File: src/rtl/bus_xfer_ctrl.sv
// Bus master sequencer for the R1..R3 / 16x4 RAM shared-bus datapath (MOVE and SWAP macro).
// Define BUS_XFER_CNT_EN to add the xfer_cnt output counting completed transfers.
module bus_xfer_ctrl #(
  parameter int ADDR_W       = 4,
  parameter int STROBE_TICKS = 1
) (
  input  logic              CLK100MHZ,
  input  logic              CPU_RESETN,
  input  logic              ce,
  input  logic              cmd_valid,
  output logic              cmd_ready,
  input  logic              cmd_op,
  input  logic [1:0]        cmd_src,
  input  logic [1:0]        cmd_dst,
  input  logic [ADDR_W-1:0] cmd_addr,
  output logic [1:0]        bus_sel,
  output logic [2:0]        ld_n,
  output logic              ram_we,
  output logic [ADDR_W-1:0] ram_addr,
  output logic              busy,
  output logic              done,
  output logic              err
`ifdef BUS_XFER_CNT_EN
  ,
  output logic [7:0]        xfer_cnt
`endif
);

  localparam logic       OP_SWAP     = 1'b1;
  localparam logic [1:0] SEL_RAM     = 2'd3;
  localparam logic [3:0] STROBE_LAST = 4'(STROBE_TICKS - 1);

  typedef enum logic [2:0] {
    S_IDLE    = 3'd0,
    S_SETUP   = 3'd1,
    S_STROBE  = 3'd2,
    S_HOLD    = 3'd3,
    S_ILLEGAL = 3'd4,
    S_DONE    = 3'd5
  } state_t;

  state_t              state_r;
  logic                op_r;
  logic [1:0]          p_r;
  logic [1:0]          q_r;
  logic [1:0]          step_r;
  logic [ADDR_W-1:0]   base_r;
  logic [3:0]          tick_r;
  logic [1:0]          cur_dst_s;
  logic [1:0]          next_step_s;
  logic                last_step_s;
`ifdef BUS_XFER_CNT_EN
  logic [7:0]          xfer_cnt_r;
  assign xfer_cnt = xfer_cnt_r;
`endif

  function automatic logic is_illegal(input logic op, input logic [1:0] src, input logic [1:0] dst);
    logic bad;
    if (op == OP_SWAP) begin
      bad = (src == dst) || (src == SEL_RAM) || (dst == SEL_RAM);
    end else begin
      bad = (src == dst);
    end
    return bad;
  endfunction

  // SWAP: P->RAM[A], Q->RAM[A+1], RAM[A]->Q, RAM[A+1]->P; MOVE uses step 0 only.
  function automatic logic [1:0] step_sel(input logic op, input logic [1:0] step,
                                          input logic [1:0] p, input logic [1:0] q);
    logic [1:0] sel;
    if (op == OP_SWAP) begin
      case (step)
        2'd0:    sel = p;
        2'd1:    sel = q;
        default: sel = SEL_RAM;
      endcase
    end else begin
      sel = p;
    end
    return sel;
  endfunction

  function automatic logic [1:0] step_dst(input logic op, input logic [1:0] step,
                                          input logic [1:0] p, input logic [1:0] q);
    logic [1:0] dst;
    if (op == OP_SWAP) begin
      case (step)
        2'd0:    dst = SEL_RAM;
        2'd1:    dst = SEL_RAM;
        2'd2:    dst = q;
        default: dst = p;
      endcase
    end else begin
      dst = q;
    end
    return dst;
  endfunction

  function automatic logic [ADDR_W-1:0] step_addr(input logic op, input logic [1:0] step,
                                                  input logic [ADDR_W-1:0] base);
    return base + ADDR_W'(op & step[0]);
  endfunction

  function automatic logic [2:0] ld_decode(input logic [1:0] dst);
    logic [2:0] ld;
    case (dst)
      2'd0:    ld = 3'b110;
      2'd1:    ld = 3'b101;
      2'd2:    ld = 3'b011;
      default: ld = 3'b111;
    endcase
    return ld;
  endfunction

  assign cur_dst_s   = step_dst(op_r, step_r, p_r, q_r);
  assign next_step_s = step_r + 2'd1;
  assign last_step_s = (op_r != OP_SWAP) || (step_r == 2'd3);

  // Transfer sequencer with all control outputs registered.
  always_ff @(posedge CLK100MHZ or negedge CPU_RESETN) begin
    if (!CPU_RESETN) begin
      state_r   <= S_IDLE;
      op_r      <= 1'b0;
      p_r       <= 2'd0;
      q_r       <= 2'd0;
      step_r    <= 2'd0;
      base_r    <= {ADDR_W{1'b0}};
      tick_r    <= 4'd0;
      bus_sel   <= 2'd0;
      ld_n      <= 3'b111;
      ram_we    <= 1'b0;
      ram_addr  <= {ADDR_W{1'b0}};
      busy      <= 1'b0;
      done      <= 1'b0;
      err       <= 1'b0;
      cmd_ready <= 1'b1;
`ifdef BUS_XFER_CNT_EN
      xfer_cnt_r <= 8'd0;
`endif
    end else begin
      done <= 1'b0;
      err  <= 1'b0;
      case (state_r)
        S_IDLE: begin
          if (cmd_valid) begin
            op_r      <= cmd_op;
            p_r       <= cmd_src;
            q_r       <= cmd_dst;
            base_r    <= cmd_addr;
            step_r    <= 2'd0;
            cmd_ready <= 1'b0;
            busy      <= 1'b1;
            if (is_illegal(cmd_op, cmd_src, cmd_dst)) begin
              state_r <= S_ILLEGAL;
            end else begin
              state_r  <= S_SETUP;
              bus_sel  <= step_sel(cmd_op, 2'd0, cmd_src, cmd_dst);
              ram_addr <= step_addr(cmd_op, 2'd0, cmd_addr);
            end
          end
        end
        S_ILLEGAL: begin
          if (ce) begin
            state_r <= S_DONE;
            done    <= 1'b1;
            err     <= 1'b1;
          end
        end
        S_SETUP: begin
          if (ce) begin
            state_r <= S_STROBE;
            tick_r  <= STROBE_LAST;
            ld_n    <= ld_decode(cur_dst_s);
            ram_we  <= (cur_dst_s == SEL_RAM);
          end
        end
        S_STROBE: begin
          if (ce) begin
            if (tick_r == 4'd0) begin
              state_r <= S_HOLD;
              ld_n    <= 3'b111;
              ram_we  <= 1'b0;
`ifdef BUS_XFER_CNT_EN
              xfer_cnt_r <= xfer_cnt_r + 8'd1;
`endif
            end else begin
              tick_r <= tick_r - 4'd1;
            end
          end
        end
        S_HOLD: begin
          if (ce) begin
            if (last_step_s) begin
              state_r <= S_DONE;
              done    <= 1'b1;
            end else begin
              // Read data for RAM-source steps settles during SETUP, before the strobe.
              state_r  <= S_SETUP;
              step_r   <= next_step_s;
              bus_sel  <= step_sel(op_r, next_step_s, p_r, q_r);
              ram_addr <= step_addr(op_r, next_step_s, base_r);
            end
          end
        end
        S_DONE: begin
          state_r   <= S_IDLE;
          busy      <= 1'b0;
          cmd_ready <= 1'b1;
        end
        default: begin
          state_r   <= S_IDLE;
          ld_n      <= 3'b111;
          ram_we    <= 1'b0;
          busy      <= 1'b0;
          cmd_ready <= 1'b1;
        end
      endcase
    end
  end

endmodule

File: config.mk
export PLATFORM = sky130hd
export DESIGN_NAME = bus_xfer_ctrl
export DESIGN_NICKNAME = d
export VERILOG_FILES = /design/src/rtl/bus_xfer_ctrl.sv
export SDC_FILE = /design/constraint.sdc
export NUM_CORES = 1
export LEC_CHECK = 0
export ABC_AREA = 0
export CAP_MARGIN = 0
export CORE_ASPECT_RATIO = 1.5
export CORE_MARGIN = 10
export CORE_UTILIZATION = 35
export CTS_CLUSTER_SIZE = 8
export DETAILED_ROUTE_END_ITERATION = 16
export RECOVER_POWER = 25
export SYNTH_ARGS = -nofsm -noshare
export SYNTH_HDL_FRONTEND = slang
export SYNTH_SLANG_ARGS = --single-unit
File: constraint.sdc
create_clock -name CLK100MHZ -period 3.4 [get_ports CLK100MHZ]
set_clock_uncertainty 0.05 [all_clocks]
set_input_delay 0.68 -clock CLK100MHZ [delete_from_list [all_inputs] [get_ports CLK100MHZ]]
set_output_delay 0.68 -clock CLK100MHZ [all_outputs]
set_load 0.02 [all_outputs]
==> qor.yml <==
synthesis:
  avgSynthCellArea_um2: 10.42
  synth_fp_nets: 197
  yosys_warnings: 0
  seq_area_frac_synth_pct: 44.20
  synthArstFlopShare_pct: 100.0
  syn-instance-count: 175
  synth_top_flop_cell: "dfrtp_1"
  ys_seq_elements: 32
  synth.distinct_cells: 47
  syn-cell-area_um2: 1823
  synth_edf_count: 0
routing:
  vias_per_cell: 4.996
  drt_wl_total_um: 3866
  firstDrtPassIters: 4
  vias: 1359
  ant_nets: 0
  drt-initial-drc-count: 124
  wl_per_cell_um: 14.21
  route.detailed.drc: 0
timing:
  relSlewSlack_pct: -15.27
  period_needed_ns: 2.372
  max_freq_mhz: 421.5
  rsz0062_at_grt: "no"
  post-route-period-util_pct: 69.77
  fin_ws_ns: 1.028
  hold_viol: 0
  slew_viol_final: 33
  tns_ns: 0
  setup_viol: 0
  tightest_slew_ns: 1.729
  timing.hold.ws_ns: 0.4088
place:
  dp.cells: 264
  io_buffers: 26
  place_hpwl_um: 2895
  place_ws_ns: 0.8469
  gp_congestion: 0.7419
  post_dp_cell_area_um2: 2146
worst_setup_path:
  worstSetupStartpointType: "input pin"
  reg2regPathDepth: 4
  worstPathRequired_ns: 3.42
  reg2reg_from: "state_r[2]"
  cp_slowest_cell: "clkbuf_1"
  crit_fanout: 32
  end_kind: "asynchronous set/reset pin"
  path_cells: "clkdlybuf4s50_1 -> clkbuf_1"
  cp_top_family: "buffers and inverters"
  path_buf_inv: 2
  critPathMaxStageDelay_ns: 1.23
  reg2reg_slack_ns: 1.20
  reg2reg_to: "ram_addr[1]"
  arrival_ns: 2.39
  crit_type: "input pin to asynchronous set/reset pin"
die:
  num_io_pins: 27
  core_area_um2: 5085
  rows: 32
  die_y_um: 108.4
  start_util_pct: 35.85
  dieWidth_um: 78.93
  die_area_um2: 8555
cts:
  cts_hold_buffers: 0
  clockBufferDepth: 2
  cts-buffers-inserted: 5
  clkTransAtPathRegs_ns: 0.06
  cts_setup_buffers: 0
  cts_tree: "yes"
  root_buffer: "clkbuf_8"
  clock-sinks: 32
  clk_latency_ns: 0.28
  cts-resized-gates: 0
  ctsHtreeMaxLevel: 2
hold_path:
  hold_class: "flip-flop to flip-flop"
  worst_hold_path.endpoint: "ld_n[0]"
  worst_hold_path.num_cells: 2
  worstHoldStart: "ld_n[0]"
global_routing:
  track_usage_pct: 10.05
  overflow: 0
  grt_pass1_wl_um: 6796
  antenna_found_initial: 0
  grt_pass1_vias: 1423
  grt_start_max_net_pins: 33
power:
  power.leakage_nw: 0.9332
  power.total_mw: 2.015
  ir_drop_mv: 0.2717
  powerDensity_nw_per_um2: 895.8
run_status:
  violations: "capacitance limit, slew limit"
  status: "complete, but fails checks"
finish:
  num-nets-final: 225
  insertedDiodeCount: 0
  postLayoutCellArea_um2: 2250
  nFillCells: 522
  layout.cells.non_filler: 272
  final_core_util_pct: 44.24
  syn_to_final_growth_pct: 23.40
  drive_above_1_share_pct: 16.67
flow_run:
  cap_violations: 1
-- layout make-up --
class	count	area [um^2]	area share [%]
Tap cell	68	85.08	3.782
Multi-Input combinational cell	129	957.2	42.55
Timing Repair Buffer	27	264.0	11.74
Sequential cell	32	805.8	35.82
Clock inverter	2	35.03	1.557
Clock buffer	6	72.57	3.226
Inverter	8	30.03	1.335
-- synthesized netlist by cell type (5+ instances only) --
library cell | n | area (um^2)
mux2_2 | 19 | 214.0
inv_1 | 8 | 30.03
ha_1 | 9 | 112.6
nor2_1 | 10 | 37.54
a21oi_1 | 6 | 30.03
dfrtp_1 | 28 | 700.7
nor2b_1 | 5 | 31.28
o21ai_0 | 12 | 60.06
nand2_1 | 15 | 56.30
-- how the worst max path moves through the flow --
stage / from / end / slack, ns / cells after the start
floorplan: op_r / ram_addr[1] / 1.60 / 6
CTS: ce / ram_addr[1] / 1.15 / 5
global route: CPU_RESETN / q_r[0] / 0.57 / 2
global placement: cmd_valid / ram_addr[0] / 0.87 / 5
finish: CPU_RESETN / q_r[0] / 1.03 / 2
detailed placement: ce / ram_addr[1] / 0.85 / 5
-- report_power, final --
group / internal, mW / total [mW] / switching [mW] / leakage (nW)
registers: 0.556 / 0.738 / 0.182 / 0.390
clock network: 0.217 / 0.352 / 0.135 / 0.0552
logic: 0.478 / 0.925 / 0.446 / 0.488
total: 1.25 / 2.02 / 0.764 / 0.933
-- logic make-up after synthesis --
| kind of cell | Yosys count | share of synthesized area [%] |
|---|---|---|
| xor gates and xnor gates | 5 | 2.402 |
| DFF | 32 | 44.20 |
| buffers and inverters | 14 | 3.294 |
| muxes | 19 | 11.74 |
| adders and majority gates | 9 | 6.177 |
| and+or+nand+nor | 52 | 15.92 |
| AOI/OAI and AO/OA | 44 | 16.27 |
-- sequential cells by signal, summed over array words and instances, names as in the netlist, 2 cells and up --
name,count
ld_n,3
bus_sel,2
ram_addr,4
state_r,3
q_r,2
base_r,4
p_r,2
step_r,2
tick_r,4
-- tightest hold or removal path, delay by kind of cell (launching register included) --
kind                   cells  cell delay [ns]
DFF                        1             0.36
buffers and inverters      1             0.04
AOI/OAI and AO/OA          1             0.05
-- layout by cell type (no fill, tap or decap), types with 3 or more instances in the layout --
cell             instances
clkdlybuf4s50_1         26
xnor2_1                  4
a22oi_1                  3
dfstp_2                  4
ha_1                     9
nand2b_1                 4
o21ai_0                 12
nor2b_1                  5
dfrtp_1                 28
a21oi_1                  6
and2_1                   3
nor2_1                  10
inv_1                    8
nand2_1                 15
mux2_2                  19
o21a_1                   3
clkbuf_8                 5
-- per-layer routing --
| layer | global-route usage [%] | vias up | part of all wire [%] |
|---|---|---|---|
| met5 | 0 | - | 0 |
| met4 | 6.941 | 0 | 2.7 |
| met3 | 2.907 | 5 | 3.6 |
| met2 | 17.33 | 19 | 53 |
| met1 | 10.22 | 655 | 40 |
| li1 | - | 680 | - |
(Power assumes the default switching activity.)
